## config.mk

```make
export PLATFORM = sky130hd
export DESIGN_NAME = sipo_deserializer
export DESIGN_NICKNAME = d
export VERILOG_FILES = /design/src/rtl/sipo_pkg.sv /design/src/rtl/sipo_deserializer_out_hold_reg.sv /design/src/rtl/sipo_deserializer.sv
export SDC_FILE = /design/constraint.sdc
export NUM_CORES = 1
export LEC_CHECK = 0
export ABC_AREA = 1
export CAP_MARGIN = 20
export CORE_AREA = 4 4 41 43
export DETAILED_ROUTE_END_ITERATION = 7
export DIE_AREA = 0 0 45 47
export GPL_TIMING_DRIVEN = 0
export PLACE_DENSITY = 0.64
export SETUP_SLACK_MARGIN = 0.1
export SLEW_MARGIN = 20
export SYNTH_ARGS = -nofsm -noshare
export SYNTH_HDL_FRONTEND = slang
export SYNTH_SLANG_ARGS = --single-unit
```

## constraint.sdc

```tcl
create_clock -name i_clk -period 1.2 [get_ports i_clk]
set_input_delay 0.12 -clock i_clk [delete_from_list [all_inputs] [get_ports i_clk]]
set_output_delay 0.12 -clock i_clk [all_outputs]
set_load 0.02 [all_outputs]
```

## src/rtl/sipo_pkg.sv

```systemverilog
// Shared defaults and helpers for the serial-in/parallel-out receive stage.
package sipo_pkg;

  localparam int N_DEF         = 4;
  localparam bit MSB_FIRST_DEF = 1'b1;

  // Bit-counter width; never below one bit so the counter always exists.
  function automatic int cnt_w(input int n);
    return (n < 2) ? 1 : $clog2(n);
  endfunction

endpackage

```

## src/rtl/sipo_deserializer_out_hold_reg.sv

```systemverilog
// One-entry valid/ready holding register; flags words that arrive while the
// held word is stalled.
module out_hold_reg #(
  parameter int N = 4
) (
  input  logic         i_clk,
  input  logic         i_reset,
  input  logic         i_load,
  input  logic [N-1:0] i_load_data,
  input  logic         i_ready,
  input  logic         i_ovr_clr,
  output logic [N-1:0] o_data,
  output logic         o_valid,
  output logic         o_overrun
);

  logic [N-1:0] r_data;
  logic         r_valid;
  logic         r_overrun;
  logic         w_xfer;
  logic         w_accept;
  logic         w_drop;

  assign w_xfer   = r_valid && i_ready;
  assign w_accept = i_load && (!r_valid || i_ready);
  assign w_drop   = i_load && r_valid && !i_ready;

  always_ff @(posedge i_clk) begin
    if (i_reset) begin
      r_data    <= '0;
      r_valid   <= 1'b0;
      r_overrun <= 1'b0;
    end else begin
      if (w_accept) begin
        r_data  <= i_load_data;
        r_valid <= 1'b1;
      end else if (w_xfer) begin
        r_valid <= 1'b0;
      end
      // A drop on the same edge as a clear must still be reported.
      if (w_drop) begin
        r_overrun <= 1'b1;
      end else if (i_ovr_clr) begin
        r_overrun <= 1'b0;
      end
    end
  end

  assign o_data    = r_data;
  assign o_valid   = r_valid;
  assign o_overrun = r_overrun;

endmodule

```

## src/rtl/sipo_deserializer.sv

```systemverilog
// Serial-to-parallel receiver: shifts in one bit per strobe and hands each
// completed word to a one-entry output holding register.
module sipo_deserializer
  import sipo_pkg::*;
#(
  parameter int N         = N_DEF,
  parameter bit MSB_FIRST = MSB_FIRST_DEF
) (
  input  logic         i_clk,
  input  logic         i_reset,
  input  logic         i_si,
  input  logic         i_si_valid,
  input  logic         i_frame_clr,
  output logic [N-1:0] o_dout,
  output logic         o_dout_valid,
  input  logic         i_dout_ready,
  output logic         o_busy,
  output logic         o_overrun,
  input  logic         i_overrun_clr
);

  localparam int CW = cnt_w(N);

  logic [N-1:0]  r_shift_reg;
  logic [CW-1:0] r_bit_cnt;
  logic          r_busy;
  logic [N-1:0]  w_shift_next;
  logic          w_last_bit;
  logic          w_complete;

  generate
    if (MSB_FIRST) begin : g_msb_first
      assign w_shift_next = {r_shift_reg[N-2:0], i_si};
    end else begin : g_lsb_first
      assign w_shift_next = {i_si, r_shift_reg[N-1:1]};
    end
  endgenerate

  assign w_last_bit = (r_bit_cnt == CW'(N - 1));
  // frame_clr cancels a completion on the same edge.
  assign w_complete = i_si_valid && w_last_bit && !i_frame_clr;

  always_ff @(posedge i_clk) begin
    if (i_reset || i_frame_clr) begin
      r_shift_reg <= '0;
      r_bit_cnt   <= '0;
      r_busy      <= 1'b0;
    end else if (i_si_valid) begin
      r_shift_reg <= w_shift_next;
      r_bit_cnt   <= w_last_bit ? '0 : r_bit_cnt + CW'(1);
      r_busy      <= !w_last_bit;
    end
  end

  out_hold_reg #(.N(N)) u_out_hold_reg (
    .i_clk       (i_clk),
    .i_reset     (i_reset),
    .i_load      (w_complete),
    .i_load_data (w_shift_next),
    .i_ready     (i_dout_ready),
    .i_ovr_clr   (i_overrun_clr),
    .o_data      (o_dout),
    .o_valid     (o_dout_valid),
    .o_overrun   (o_overrun)
  );

  assign o_busy = r_busy;

endmodule
```

---- After elaboration in Yosys (flattened, before gate mapping) ----
Cells that the tools add are included.
storage, ports and cells
  bits in registers ....................... 12
  bits in writable memories ............... 0
  output and inout bits ................... 7
  latch bits .............................. 0
  ROM bits ................................ 0
  word-level logic and storage cells ...... 27
  memories ................................ 0
operators by class
  div/mod/pow operators ................... 0
  magnitude comparators ................... 0
  reductions and logical operators ........ 14
  multiplexer cells ....................... 5
  bitwise logic cells ..................... 0
  $add $sub $neg .......................... 1
  $mul .................................... 0
  equality and inequality tests ........... 1
  shift operators ......................... 0
operator list
  cell                                         count
  logical AND 1 bit                            6
  logical NOT 1 bit                            4
  2-to-1 mux 1 bit                             4
  nonzero test 2 bit                           2
  adder 2 x 1 -> 2 bit, second input constant  1
  equality test 2 bit, second input constant   1
  logical OR 1 bit                             2
  2-to-1 mux 2 bit                             1

---- Depth between registers and ports, before layout ----
  depth in word-level cells ............... 6
  depth in mapped cells ................... 6
  mapped depth without buffers ............ 6

---- Cells and area by module ----
A second synthesis with hierarchy kept.
unflattened totals
  cell total of the unflattened synthesis .. 68
  area total of the unflattened synthesis .. 514.2 sq um
by module, submodules not included
  module             instances  cells an instance  area each (sq um)  seq. area each (sq um)
  sipo_deserializer  1          32                 261.5              120.1
  out_hold_reg       1          36                 252.7              120.1

---- Least setup slack after synthesis ----
No wires, ideal clock.
  path type ............................... reg2reg
  start point ............................. register r_bit_cnt[0]
  end point ............................... register u_out_hold_reg.r_data[0], in the netlist u_out_hold_reg.o_data[0]
  data required time ...................... 1.087 ns
  library setup time ...................... 0.113 ns
  period minus slack after synthesis ...... 1.039 ns
  setup slack ............................. 0.161 ns
  cell stages (with the launch flop) ...... 7
  arrival ................................. 0.927 ns
  cell sequence ........................... dfxtp_1 ha_1 nand2_4 nor2_4 nand3_1 nand2_1 nor2_1
between the ends
  word-level cells in the longest chain between the ends .. 4
ends and longest elaborated chain
  element                          RTL line                              text
  start, declared                  sipo_deserializer.sv:25               logic [CW-1:0] r_bit_cnt;
  start signal, assigned           sipo_deserializer.sv:50               r_bit_cnt <= w_last_bit ? '0 : r_bit_cnt + CW'(1);
  equality test 2 bit              sipo_deserializer.sv:39               assign w_last_bit = (r_bit_cnt == CW'(N - 1));
  logical AND 1 bit (2 in series)  sipo_deserializer.sv:41               assign w_complete = i_si_valid && w_last_bit && !i_frame_clr;
  logical AND 1 bit                sipo_deserializer_out_hold_reg.sv:25  assign w_accept = i_load && (!r_valid || i_ready);
  end signal, assigned             sipo_deserializer_out_hold_reg.sv:35  r_data <= i_load_data;
  end, declared                    sipo_deserializer_out_hold_reg.sv:17  logic [N-1:0] r_data;
No other way between the ends.
A chain may end at the register's enable or synchronous reset.

---- Worst setup path in the final report ----
  start point ............................. register u_out_hold_reg.r_data[1], in the netlist u_out_hold_reg.o_data[1]
  end point ............................... output port o_dout[1]
RTL lines
  element        RTL line                 text
  end, declared  sipo_deserializer.sv:14  output logic [N-1:0] o_dout,
No word-level cell between the ends.

==> results.json <==
{
  "outcome": "finished clean",
  "hold_path_class": "input pin to flop",
  "required_ns": 1.08,
  "io_pins": 14,
  "antenna_found_initial": 0,
  "via_count": 428,
  "dpl.hpwl_um": 696,
  "syn-cell-area_um2": 529,
  "die_h_um": 47,
  "layout_commonest_cell": "nor2_1",
  "r2r_start": "r_bit_cnt[1]",
  "timing.final.max_slew_violations": 0,
  "layout-drive-gt1-share_pct": 19.5,
  "synth_cell_types": 16,
  "grt_pass1_wl_mm": 1.56,
  "clock_sink_count": 12,
  "grt_usage_pct": 10.6,
  "synth_cells": 66,
  "final_nets": 91,
  "endpoint_kind": "output pin",
  "power_density_mw_per_mm2": 1130,
  "grt_pass1_vias": 366,
  "largest_reg_flops": 4,
  "ir_drop_mv": 0.537,
  "fp.dieW_um": 45,
  "dp.cells": 93,
  "reg2reg_to": "u_out_hold_reg.o_data[0]",
  "ys_ff_latch": 12,
  "final_cell_mix": "nor2_1, dfxtp_1, inv_1",
  "crit_arrival_ns": 0.92,
  "clk_latency_ns": 0.27,
  "finalCriticalPeriod_ns": 1.04,
  "clockRootBuffer": "clkbuf_4",
  "fin_crit_sh_pct": 87.0,
  "antenna_left": 0,
  "final-setup-viol-count": 0,
  "yosysWarnings": 0,
  "drt-initial-drc-count": 5,
  "cts.path.max_buffers": 2,
  "cts_tree": "yes",
  "fin_setup_tns_ns": 0,
  "drtPass1Iterations": 2,
  "critPathTopFamily": "buffers and inverters",
  "slowest_stage": "dlygate4sd2_1",
  "rr_worst_depth": 6,
  "fp.coreArea_mm2": 0.00130,
  "cts_buffers": 3,
  "hold_viol": 0,
  "grt_max_degree": 10,
  "port_buffers": 12,
  "r2r_setup_slack_ns": 0.19,
  "avgSynthCellArea_um2": 8.02,
  "worst_clock_skew_ns": 0.00331,
  "rsz0062_at_grt": "false",
  "cp-start-kind": "flop",
  "worstPathCellList": "dlygate4sd2_1",
  "drc_errors": 0,
  "instances_no_fill": 97,
  "cap_violations": 0,
  "power_leakage_nw": 0.303,
  "min_from": "i_si_valid",
  "gp_congestion": 0.675,
  "fin_ws_ns": 0.156,
  "hold_path_end": "r_shift_reg[2]",
  "syn_nets": 74,
  "cts_max_level": 1,
  "dp_slack_ns": 0.00473,
  "cts_setup_buffers": 0,
  "syn_to_final_growth_pct": 34.3,
  "criticalPathCategory": "flop to output pin",
  "ys_seq_area_share_pct": 45.4,
  "slew-limit-headroom_pct": 80.6,
  "clkTransAtPathRegs_ns": 0.08,
  "num_antenna_cells": 0,
  "dieArea_mm2": 0.00212,
  "rows": 13,
  "initial_core_util_pct": 40.7,
  "wirelength_um": 865,
  "path_buf_inv": 1,
  "hold_ws_ns": 0.0727,
  "worstHoldPathCells": 2,
  "viasPerCell": 4.41,
  "worstMarginPinSlew_ns": 0.290,
  "max_freq_mhz": 958,
  "slowest_delay_ns": 0.33,
  "grt-ovfl-total": 0,
  "wl_per_cell_um": 8.92,
  "path_max_fanout": 2
}
## cell families (layout without fill, tap and decap cells)
logic type,after synthesis,in the layout,share of synthesized area (%)
buf+inv,11,27,9.22
simple gates,33,33,33.8
flops,12,12,45.4
fa+ha+maj,1,1,2.36
compound gates,9,9,9.22
## synth_stat cells
cell type  count  area, um^2
nor3b_2        1        12.5
nand3_1        4        20.0
nor2_1        14        52.6
o21ai_0        4        20.0
buf_6          1        11.3
inv_1         10        37.5
dfxtp_1       12         240
nor2_4         2        22.5
ha_1           1        12.5
nand2_1        8        30.0
nand2_2        1        6.26
nor2_2         1        6.26
a21oi_1        4        20.0
nand3_4        1        17.5
nand2_4        1        11.3
a21oi_2        1        8.76
## how the worst max path moves through the flow
stage                               endpoint  cells past startpoint                startpoint  slack, ns
finish                             o_dout[1]                      1  u_out_hold_reg.o_data[1]       0.16
global route                       o_dout[2]                      1  u_out_hold_reg.o_data[2]       0.10
CTS                             o_dout_valid                      1    u_out_hold_reg.o_valid       0.10
detailed placement              r_bit_cnt[0]                      4               i_frame_clr      0.005
global placement                r_bit_cnt[0]                      4               i_frame_clr       0.03
floorplan           u_out_hold_reg.o_data[0]                      6              r_bit_cnt[0]       0.16
## stage by stage
step / util (%) / cell area [um^2] / power, mW
2_1_floorplan: - / 529 / 0.459
3_3_place_gp: 51.3 / 668 / 0.489
3_5_place_dp: 51.3 / 668 / 0.491
4_1_cts: 54.4 / 708 / 0.818
5_1_grt: 54.6 / 711 / 0.853
6_report: 54.6 / 711 / 0.801
## layer usage
metal	vias to the layer above	GRT usage, %	share of wire (%)
met5	-	0	0
met4	0	7.02	0
met3	0	4.60	5.4
met2	6	15.3	48
met1	185	12.7	47
li1	237	-	-
## power breakdown
| group | internal, mW | leakage [nW] | switching (mW) | total, mW |
|---|---|---|---|---|
| Clock | 0.184 | 0.0210 | 0.135 | 0.319 |
| Combinational | 0.0336 | 0.184 | 0.0357 | 0.0694 |
| Sequential | 0.407 | 0.0978 | 0.00531 | 0.412 |
| Total | 0.625 | 0.303 | 0.176 | 0.801 |
## worst register-to-register path, stage by stage, from the launching register on
cell,delay (ns)
dfxtp_1,0.37
ha_4,0.17
nand2_4,0.06
nor2_4,0.12
nand3_1,0.08
nand2_1,0.06
nor2_1,0.04
## final cells by class
type                       instances  area (um^2)
tap                               15         18.8
buffer                             1         11.3
sequential                        12          241
clock buffer                       4         36.3
inverter                          10         37.5
multi-input combinational         43          253
timing repair buffer              12          113
fill                             126          591
## what timing repair did
action                                  CTS  global route
endpoints found under the setup margin   11             9
endpoints found under the hold margin     0             0
gates cloned                              0             0
hold buffers                              0             0
pin swaps                                 0             0
resized for setup                         9             7
Note: power is estimated with default switching activity, not from simulation.
